**src/rtl/lock_sequencer_pkg.sv**
```systemverilog
// Shared types and constants for the bathysphere airlock sequencer.
`timescale 1ns/1ps
package lock_pkg;

    typedef enum logic [3:0] {
        IDLE,
        EQ_PRE,
        OPEN_A,
        WAIT_IN,
        CLOSE_A,
        EQ_MID,
        OPEN_B,
        WAIT_OUT,
        CLOSE_B
    } state_t;

    localparam logic DIR_ARRIVE = 1'b0;
    localparam logic DIR_DEPART = 1'b1;

    function automatic int unsigned max2(input int unsigned a, input int unsigned b);
        return (a > b) ? a : b;
    endfunction

endpackage

```
**src/rtl/lock_sequencer_if.sv**
```systemverilog
// Request/command bundle between the operator side and the airlock sequencer.
`timescale 1ns/1ps
interface lock_sequencer_if;

    logic arrive_req;
    logic depart_req;
    logic sub_present;
    logic arrive_grant;
    logic depart_grant;
    logic outer_open;
    logic inner_open;
    logic pressurizing;
    logic depressurizing;
    logic pressurized;
    logic busy;

    modport master (
        output arrive_req, depart_req, sub_present,
        input  arrive_grant, depart_grant, outer_open, inner_open,
        input  pressurizing, depressurizing, pressurized, busy
    );

    modport slave (
        input  arrive_req, depart_req, sub_present,
        output arrive_grant, depart_grant, outer_open, inner_open,
        output pressurizing, depressurizing, pressurized, busy
    );

endinterface

```
**src/rtl/lock_sequencer_timer.sv**
```systemverilog
// Loadable down-counter shared by all timed states; done while the count sits at zero.
`timescale 1ns/1ps
module lock_timer #(
    parameter int WIDTH = 4
) (
    input  logic             clk,
    input  logic             reset,
    input  logic             load,
    input  logic [WIDTH-1:0] load_val,
    output logic             done
);

    logic [WIDTH-1:0] count;

    always_ff @(posedge clk or posedge reset) begin
        if (reset) begin
            count <= '0;
        end else if (load) begin
            count <= load_val;
        end else if (count != '0) begin
            count <= count - 1'b1;
        end
    end

    assign done = (count == '0);

endmodule

```
**src/rtl/lock_sequencer.sv**
```systemverilog
// Airlock FSM: arbitrates arrival/departure, sequences doors and pressurizer under interlock.
`timescale 1ns/1ps
module lock_sequencer
    import lock_pkg::*;
#(
    parameter int PRESS_CYCLES = 7,
    parameter int DOOR_CYCLES  = 2
) (
    input  logic             clk,
    input  logic             reset,
    lock_sequencer_if.slave  bus
);

    localparam int CNT_W = $clog2(max2(PRESS_CYCLES, DOOR_CYCLES)) + 1;
    localparam logic [CNT_W-1:0] PRESS_LOAD = CNT_W'(PRESS_CYCLES - 1);
    localparam logic [CNT_W-1:0] DOOR_LOAD  = CNT_W'(DOOR_CYCLES - 1);

    state_t           state, state_nx;
    logic             dir, dir_nx;
    logic             prio, prio_nx;
    logic             pz, pz_nx;
    logic             arrive_grant_q, depart_grant_q;
    logic             arr_g_nx, dep_g_nx;
    logic             pick;
    logic             load;
    logic [CNT_W-1:0] load_val;
    logic             done;
    logic             door_a, door_b;

    lock_timer #(.WIDTH(CNT_W)) u_timer (
        .clk      (clk),
        .reset    (reset),
        .load     (load),
        .load_val (load_val),
        .done     (done)
    );

    always_ff @(posedge clk or posedge reset) begin
        if (reset) begin
            state          <= IDLE;
            dir            <= DIR_ARRIVE;
            prio           <= DIR_ARRIVE;
            pz             <= 1'b0;
            arrive_grant_q <= 1'b0;
            depart_grant_q <= 1'b0;
        end else begin
            state          <= state_nx;
            dir            <= dir_nx;
            prio           <= prio_nx;
            pz             <= pz_nx;
            arrive_grant_q <= arr_g_nx;
            depart_grant_q <= dep_g_nx;
        end
    end

    always_comb begin
        state_nx = state;
        dir_nx   = dir;
        prio_nx  = prio;
        pz_nx    = pz;
        arr_g_nx = 1'b0;
        dep_g_nx = 1'b0;
        pick     = DIR_ARRIVE;
        load     = 1'b0;
        load_val = DOOR_LOAD;
        unique case (state)
            IDLE: begin
                if (bus.arrive_req || bus.depart_req) begin
                    // Contention goes to whichever direction was not served last.
                    pick     = (bus.arrive_req && bus.depart_req) ? prio : bus.depart_req;
                    dir_nx   = pick;
                    prio_nx  = ~pick;
                    arr_g_nx = (pick == DIR_ARRIVE);
                    dep_g_nx = (pick == DIR_DEPART);
                    load     = 1'b1;
                    if (pz == (pick == DIR_DEPART)) begin
                        state_nx = OPEN_A;
                        load_val = DOOR_LOAD;
                    end else begin
                        state_nx = EQ_PRE;
                        load_val = PRESS_LOAD;
                    end
                end
            end
            EQ_PRE: begin
                if (done) begin
                    state_nx = OPEN_A;
                    load     = 1'b1;
                    load_val = DOOR_LOAD;
                    pz_nx    = (dir == DIR_DEPART);
                end
            end
            OPEN_A: begin
                if (done) state_nx = WAIT_IN;
            end
            WAIT_IN: begin
                if (bus.sub_present) begin
                    state_nx = CLOSE_A;
                    load     = 1'b1;
                    load_val = DOOR_LOAD;
                end
            end
            CLOSE_A: begin
                if (done) begin
                    state_nx = EQ_MID;
                    load     = 1'b1;
                    load_val = PRESS_LOAD;
                end
            end
            EQ_MID: begin
                if (done) begin
                    state_nx = OPEN_B;
                    load     = 1'b1;
                    load_val = DOOR_LOAD;
                    pz_nx    = (dir == DIR_ARRIVE);
                end
            end
            OPEN_B: begin
                if (done) state_nx = WAIT_OUT;
            end
            WAIT_OUT: begin
                if (!bus.sub_present) begin
                    state_nx = CLOSE_B;
                    load     = 1'b1;
                    load_val = DOOR_LOAD;
                end
            end
            CLOSE_B: begin
                if (done) state_nx = IDLE;
            end
            default: state_nx = IDLE;
        endcase
    end

    // Door A faces the side the bathysphere enters from; door B the side it leaves to.
    assign door_a = (state == OPEN_A) || (state == WAIT_IN);
    assign door_b = (state == OPEN_B) || (state == WAIT_OUT);

    assign bus.outer_open     = (dir == DIR_ARRIVE) ? door_a : door_b;
    assign bus.inner_open     = (dir == DIR_ARRIVE) ? door_b : door_a;
    assign bus.pressurizing   = ((state == EQ_PRE) && (dir == DIR_DEPART)) ||
                                ((state == EQ_MID) && (dir == DIR_ARRIVE));
    assign bus.depressurizing = ((state == EQ_PRE) && (dir == DIR_ARRIVE)) ||
                                ((state == EQ_MID) && (dir == DIR_DEPART));
    assign bus.pressurized    = pz;
    assign bus.busy           = (state != IDLE);
    assign bus.arrive_grant   = arrive_grant_q;
    assign bus.depart_grant   = depart_grant_q;

endmodule

```
**src/flat_wrapper.sv**
```systemverilog
// flat-port wrapper written by rule: the top's interface ports become plain ports
module lock_sequencer_flat import lock_pkg::*;
#(
    parameter int PRESS_CYCLES = 7,
    parameter int DOOR_CYCLES  = 2
)
  (clk, reset, bus_arrive_req, bus_depart_req, bus_sub_present, bus_arrive_grant, bus_depart_grant, bus_outer_open, bus_inner_open, bus_pressurizing, bus_depressurizing, bus_pressurized, bus_busy);
  lock_sequencer_if bus_i ();
  input  logic clk;
  input  logic reset;
  input wire logic [$bits(bus_i.arrive_req)-1:0] bus_arrive_req;
  input wire logic [$bits(bus_i.depart_req)-1:0] bus_depart_req;
  input wire logic [$bits(bus_i.sub_present)-1:0] bus_sub_present;
  output wire logic [$bits(bus_i.arrive_grant)-1:0] bus_arrive_grant;
  output wire logic [$bits(bus_i.depart_grant)-1:0] bus_depart_grant;
  output wire logic [$bits(bus_i.outer_open)-1:0] bus_outer_open;
  output wire logic [$bits(bus_i.inner_open)-1:0] bus_inner_open;
  output wire logic [$bits(bus_i.pressurizing)-1:0] bus_pressurizing;
  output wire logic [$bits(bus_i.depressurizing)-1:0] bus_depressurizing;
  output wire logic [$bits(bus_i.pressurized)-1:0] bus_pressurized;
  output wire logic [$bits(bus_i.busy)-1:0] bus_busy;
  assign bus_i.arrive_req = bus_arrive_req;
  assign bus_i.depart_req = bus_depart_req;
  assign bus_i.sub_present = bus_sub_present;
  assign bus_arrive_grant = bus_i.arrive_grant;
  assign bus_depart_grant = bus_i.depart_grant;
  assign bus_outer_open = bus_i.outer_open;
  assign bus_inner_open = bus_i.inner_open;
  assign bus_pressurizing = bus_i.pressurizing;
  assign bus_depressurizing = bus_i.depressurizing;
  assign bus_pressurized = bus_i.pressurized;
  assign bus_busy = bus_i.busy;
  lock_sequencer #(.PRESS_CYCLES(PRESS_CYCLES), .DOOR_CYCLES(DOOR_CYCLES)) u_core (.clk(clk), .reset(reset), .bus(bus_i));
endmodule
```
**config.mk**
```make
export PLATFORM = sky130hd
export DESIGN_NAME = lock_sequencer_flat
export DESIGN_NICKNAME = d
export VERILOG_FILES = /design/src/rtl/lock_sequencer_pkg.sv /design/src/rtl/lock_sequencer_if.sv /design/src/rtl/lock_sequencer_timer.sv /design/src/rtl/lock_sequencer.sv /design/src/flat_wrapper.sv
export SDC_FILE = /design/constraint.sdc
export NUM_CORES = 1
export LEC_CHECK = 0
export BUFFER_PORTS_ARGS = -buffer_cell sky130_fd_sc_hd__buf_2
export CAP_MARGIN = 20
export CORE_MARGIN = 2
export CORE_UTILIZATION = 54
export CTS_CLUSTER_DIAMETER = 150
export DETAILED_ROUTE_END_ITERATION = 10
export GPL_TIMING_DRIVEN = 1
export HOLD_SLACK_MARGIN = 0.08
export PLACE_DENSITY = 0.75
export RECOVER_POWER = 25
export SLEW_MARGIN = 20
export SYNTH_ARGS = -nofsm -noshare
export SYNTH_HDL_FRONTEND = slang
export SYNTH_SLANG_ARGS = --single-unit
```
**constraint.sdc**
```tcl
create_clock -name clk -period 1.8 [get_ports clk]
set_input_delay 0.18 -clock clk [delete_from_list [all_inputs] [get_ports clk]]
set_output_delay 0.18 -clock clk [all_outputs]
set_load 0.05 [all_outputs]
```
==> results.yml, run 1 <==
outcome:
  status: "complete, no violations"
logic_synthesis:
  synth_compound_gate_area_share: 0.201
  synth_edf_count: 0
  synth_area_um2: 853
  ys_warn_count: 0
  synthArstFlopShare: 1.00
  synth_xor_area_frac: 0.0616
  yosys.area_share.adder: 0.0147
  synth_simple_gate_area_frac: 0.265
  synthFlopType: "dfrtp_1"
  synth_cell_types: 40
  synth_top_family_by_area: "simple AND/OR/NAND/NOR gates"
  synth_nets: 98
  synthMuxAreaShare: 0
  synthCells: 92
  synth.ff_latch_count: 13
  avgSynthCellArea_um2: 9.28
  yosysSeqAreaShare: 0.381
cts:
  clkLatencyLatePin_ps: 290
  cts_buffers: 3
  clk_pin_slew_ps: 80
  post_cts_buffers: 0
  root_buffer: "clkbuf_4"
  clkSinkCount: 13
  cts_buffer_depth: 2
  clock_tree.htree_level_count: 1
  tritoncts: "done"
placement:
  io_buffers: 12
  place_congestion: 0.873
  dp_cells: 118
  dp_hpwl_um: 1350
setup_path:
  endpoint_kind: "flop"
  path_max_fanout: 4
  crit_family: "simple AND/OR/NAND/NOR gates"
  cp-start-kind: "flop"
  cp_data_arrival_time_ps: 1950
  cp-endpoint: "u_core.state[0]$_DFFE_PP0P_"
  crit_required_ps: 1980
  cp_slowest_cell: "or4_4"
  worstSetupStartpoint: "u_core.u_timer.count[0]$_DFFE_PP0P_"
  worstPathCellList: "inv_1 > ha_1 > nor3b_4 > or4_4 > a41o_1 > o311ai_1"
  r2r_start: "u_core.u_timer.count[0]$_DFFE_PP0P_"
  max_stage_delay_ps: 500
  rrSetupSlack_ps: 30
  crit_type: "reg2reg"
  crit_buf_inv: 1
  reg2reg_to: "u_core.state[0]$_DFFE_PP0P_"
  crit_cells: 6
  r2r.worst_path.cells: 6
floorplan:
  num_rows: 14
  io_pins: 13
  start_util: 0.573
  core_um2: 1490
  fp.dieH_um: 43.8
  die_w_um: 43.8
  die_area_um2: 1910
timing:
  slew_violations: 0
  finalCritPeriodShare: 0.983
  skew_ps: 5.89
  tightest_slew_ps: 479
  slew_headroom: 0.681
  final_hold_viol_count: 0
  timing.hold.ws_ps: 131
  finalCriticalPeriod_ps: 1770
  finalSetupViolCount: 0
  fmax_mhz: 565
job:
  drv_cap: 0
final_layout:
  drive_gt1_frac: 0.252
  final_common_cell: "dfrtp_1"
  layout.cells.non_filler: 123
  layout_common_cells: "dfrtp_1 (12), buf_2 (11), nand2_1 (7), nor2_1 (7), a21oi_1 (5)"
  nets: 114
  diodes: 0
  area_delta_synth_final_pct: 13.3
routing:
  drtPass1Iterations: 5
  wirelength_um: 1860
  drt-vias-per-instance: 6.41
  drt_iter0_markers: 33
  ant_nets: 0
  route.detailed.drc: 0
  wl_per_cell_um: 15.1
  vias: 789
grt:
  grt_pass1_wl_um: 3010
  grt_max_degree: 14
  track_usage: 0.209
  grt_pass1_vias: 723
  gr-total-overflow: 0
  grt_antenna_before_repair: 0
worst_hold_path:
  worst_hold_path_type: "in2reg"
## how the worst min path moves through the flow
| stage | slack, ps | from | cells after the start | to |
|---|---|---|---|---|
| after floorplan | 60 | reset | 1 | u_core.bus.arrive_grant$_DFF_PP0_ |
| after global placement | 220 | reset | 2 | u_core.u_timer.count[1]$_DFFE_PP0P_ |
| after detailed placement | 230 | reset | 2 | u_core.u_timer.count[1]$_DFFE_PP0P_ |
| after CTS | 130 | bus_sub_present | 2 | u_core.state[3]$_DFFE_PP0P_ |
| after global routing | 140 | bus_sub_present | 2 | u_core.state[3]$_DFFE_PP0P_ |
| final | 130 | bus_sub_present | 2 | u_core.state[3]$_DFFE_PP0P_ |
## worst register-to-register path: stages (launching register included)
cell and delay [ps]:
dfrtp_1 400, inv_1 60, ha_1 250, nor3b_4 190, or4_4 500, a41o_1 190, o311ai_1 90
## Yosys cell counts, drive strengths merged (2+ instances only)
master | n | share of area
dfrtp | 13 | 0.38
nor2 | 8 | 0.035
nand2 | 7 | 0.031
inv | 6 | 0.026
a21oi | 5 | 0.029
buf | 4 | 0.045
nand2b | 3 | 0.022
nand3 | 3 | 0.018
o31ai | 3 | 0.026
or3 | 3 | 0.022
xnor2 | 3 | 0.031
xor2 | 3 | 0.031
a211oi | 2 | 0.018
a21o | 2 | 0.018
and3 | 2 | 0.015
nand4 | 2 | 0.015
nor4 | 2 | 0.032
o211ai | 2 | 0.018
o21ai | 2 | 0.012
## sequential cells by signal, indices dropped and copies added (netlist names)
signal,cells
u_core.u_timer.count,4
u_core.state,4
u_core.prio,1
u_core.bus.arrive_grant,1
u_core.bus.depart_grant,1
u_core.bus.pressurized,1
u_core.dir,1
## layout make-up
cell class                 instances  area, µm²
clock buffer                       4       26.3
fill                             119        522
inverter                           6       22.5
multi-input combinational         68        477
sequential                        13        327
tap                               16       20.0
timing repair buffer              16       95.1
## per-stage QoR
stage	TNS, ps	cell area (µm²)	worst slack, ps	util
finish	0	967	31.4	0.650
floorplan	0	853	133	-
global placement	0	913	123	0.613
CTS	0	950	35.5	0.638
detailed placement	0	913	58.0	0.613
global route	-31.8	967	-14.5	0.650
## metal layers
layer	up-vias	wire length, µm	global-route usage	part of all wire
met1	361	799	0.274	0.43
met4	0	44	0.0909	0.024
met2	51	859	0.335	0.46
met3	11	155	0.0417	0.083
li1	366	-	-	-
met5	-	0	0	0
## cell families after synthesis
logic type / after synthesis
buf+inv: 11
compound gates: 24
fa+ha+maj: 1
simple gates: 37
xor+xnor: 6
flops: 13
## timing repair
action                                 4_1_cts  5_1_grt
endpoints found under the hold margin       13        0
hold buffers                                 1        0
setup endpoints to repair                    0        4
gates resized for setup                      0        6
Power of run 1 is not shown: default switching activity piles up to over one toggle a cycle in this logic, so the estimate is an artifact.
==> run 2, diff against run 1 <==
- MAX_ROUTING_LAYER: not set -> met4
==> results.yml, run 2 (synthesis gave the netlist of run 1 again) <==
final_layout:
  nets: 114
  layout_common_cells: "dfrtp_1 (12), buf_2 (11), nand2_1 (7), nor2_1 (7), a21oi_1 (5)"
  final_util: 0.650
  top_regs: "u_core.state: 4 flops, u_core.u_timer.count: 4 flops"
  drive_gt1_frac: 0.252
  final_common_cell: "dfrtp_1"
  diodes: 0
  area_delta_synth_final_pct: 13.3
setup_path:
  r2r_start: "u_core.u_timer.count[0]$_DFFE_PP0P_"
  crit_buf_inv: 1
  path_max_fanout: 4
  cp_data_arrival_time_ps: 1980
  endpoint_kind: "flop"
  worstSetupStartpoint: "u_core.u_timer.count[0]$_DFFE_PP0P_"
  cp_slowest_cell: "or3b_4"
  max_stage_delay_ps: 430
  crit_required_ps: 1990
  crit_type: "reg2reg"
  cp-start-kind: "flop"
  worstPathCellList: "inv_1 > ha_1 > or3b_4 > nand3_1 > nand4_1 > o311ai_1"
  crit_family: "simple AND/OR/NAND/NOR gates"
cts:
  cts_buffers: 3
  clkLatencyLatePin_ps: 290
  post_cts_buffers: 0
  root_buffer: "clkbuf_4"
  tritoncts: "done"
  clkSinkCount: 13
  clk_pin_slew_ps: 80
  cts_buffer_depth: 2
  clock_tree.htree_level_count: 1
timing:
  slew_violations: 0
  finalCriticalPeriod_ps: 1790
  fin_setup_tns_ps: 0
  tightest_slew_ps: 478
  timing.hold.ws_ps: 125
  finalCritPeriodShare: 0.995
  slew_headroom: 0.681
  skew_ps: 5.75
  finalSetupViolCount: 0
  fmax_mhz: 558
  final_hold_viol_count: 0
placement:
  io_buffers: 12
  place_congestion: 0.887
  dp_hpwl_um: 1350
grt:
  grt_pass1_vias: 723
  grt_max_degree: 14
  gr-total-overflow: 0
  grt_pass1_wl_um: 3010
  track_usage: 0.216
  grt_antenna_before_repair: 0
routing:
  route.detailed.drc: 0
  wl_per_cell_um: 15.3
  ant_nets: 0
  drt-vias-per-instance: 6.40
  drtPass1Iterations: 4
  wirelength_um: 1890
  drt_iter0_markers: 33
  vias: 787
worst_hold_path:
  min_from: "bus_sub_present"
  worst_hold_path_type: "in2reg"
floorplan:
  fp.dieH_um: 43.8
  core_um2: 1490
  die_w_um: 43.8
  start_util: 0.573
  num_rows: 14
  io_pins: 13
  die_area_um2: 1910
outcome:
  status: "complete, no violations"
job:
  drv_cap: 0
## run 2: cell counts in the layout (fill, tap and decap cells not counted)
No cell type changed its count.
## run 2: area by class of cell
type	instances	area, µm²
Fill cell	119	522
Multi-Input combinational cell	68	477
Sequential cell	13	327
Timing Repair Buffer	16	95.1
Clock buffer	4	26.3
Inverter	6	22.5
Tap cell	16	20.0
## run 2: final timing paths
kind,to,slack [ps],depth (start not counted)
min in group asynchronous,u_core.bus.depart_grant$_DFF_PP0_,450,3
worst max register to register,u_core.state[0]$_DFFE_PP0P_,9,6
worst max-delay path,u_core.state[0]$_DFFE_PP0P_,9,6
worst min-delay path,u_core.state[3]$_DFFE_PP0P_,130,2
worst min register to register,u_core.prio$_DFFE_PP0P_,480,1
max in group asynchronous,u_core.state[1]$_DFFE_PP0P_,1010,3
## run 2: layer usage
layer  routed length, µm  global-route usage
met3                 164              0.0375
met5                   0                   -
met4                  40              0.0909
met2                 854               0.335
met1                 826               0.277
## run 2: timing repair
item | 4_1_cts | 5_1_grt
hold buffers | 1 | 0
endpoints found under the setup margin | 0 | 4
hold endpoints to repair | 13 | 0
resized for setup | 0 | 6
## run 2: worst register-to-register path, delay by kind of cell, from the launching register on
family	cells	cell delay [ps]
and+or+nand+nor	3	670
DFF	1	420
AOI/OAI and AO/OA	1	290
adders and majority gates	1	240
buffers and inverters	1	70
## run 2: per-stage QoR
step                      std cells  worst slack (ps)  area [µm²]
after CTS                       123              35.5         950
after detailed placement        118              58.0         913
after global routing            123             -14.5         967
after floorplan                  92               133         853
final                           123              8.60         967
after global placement          118               123         913
Power of run 2 is left out for the same reason.
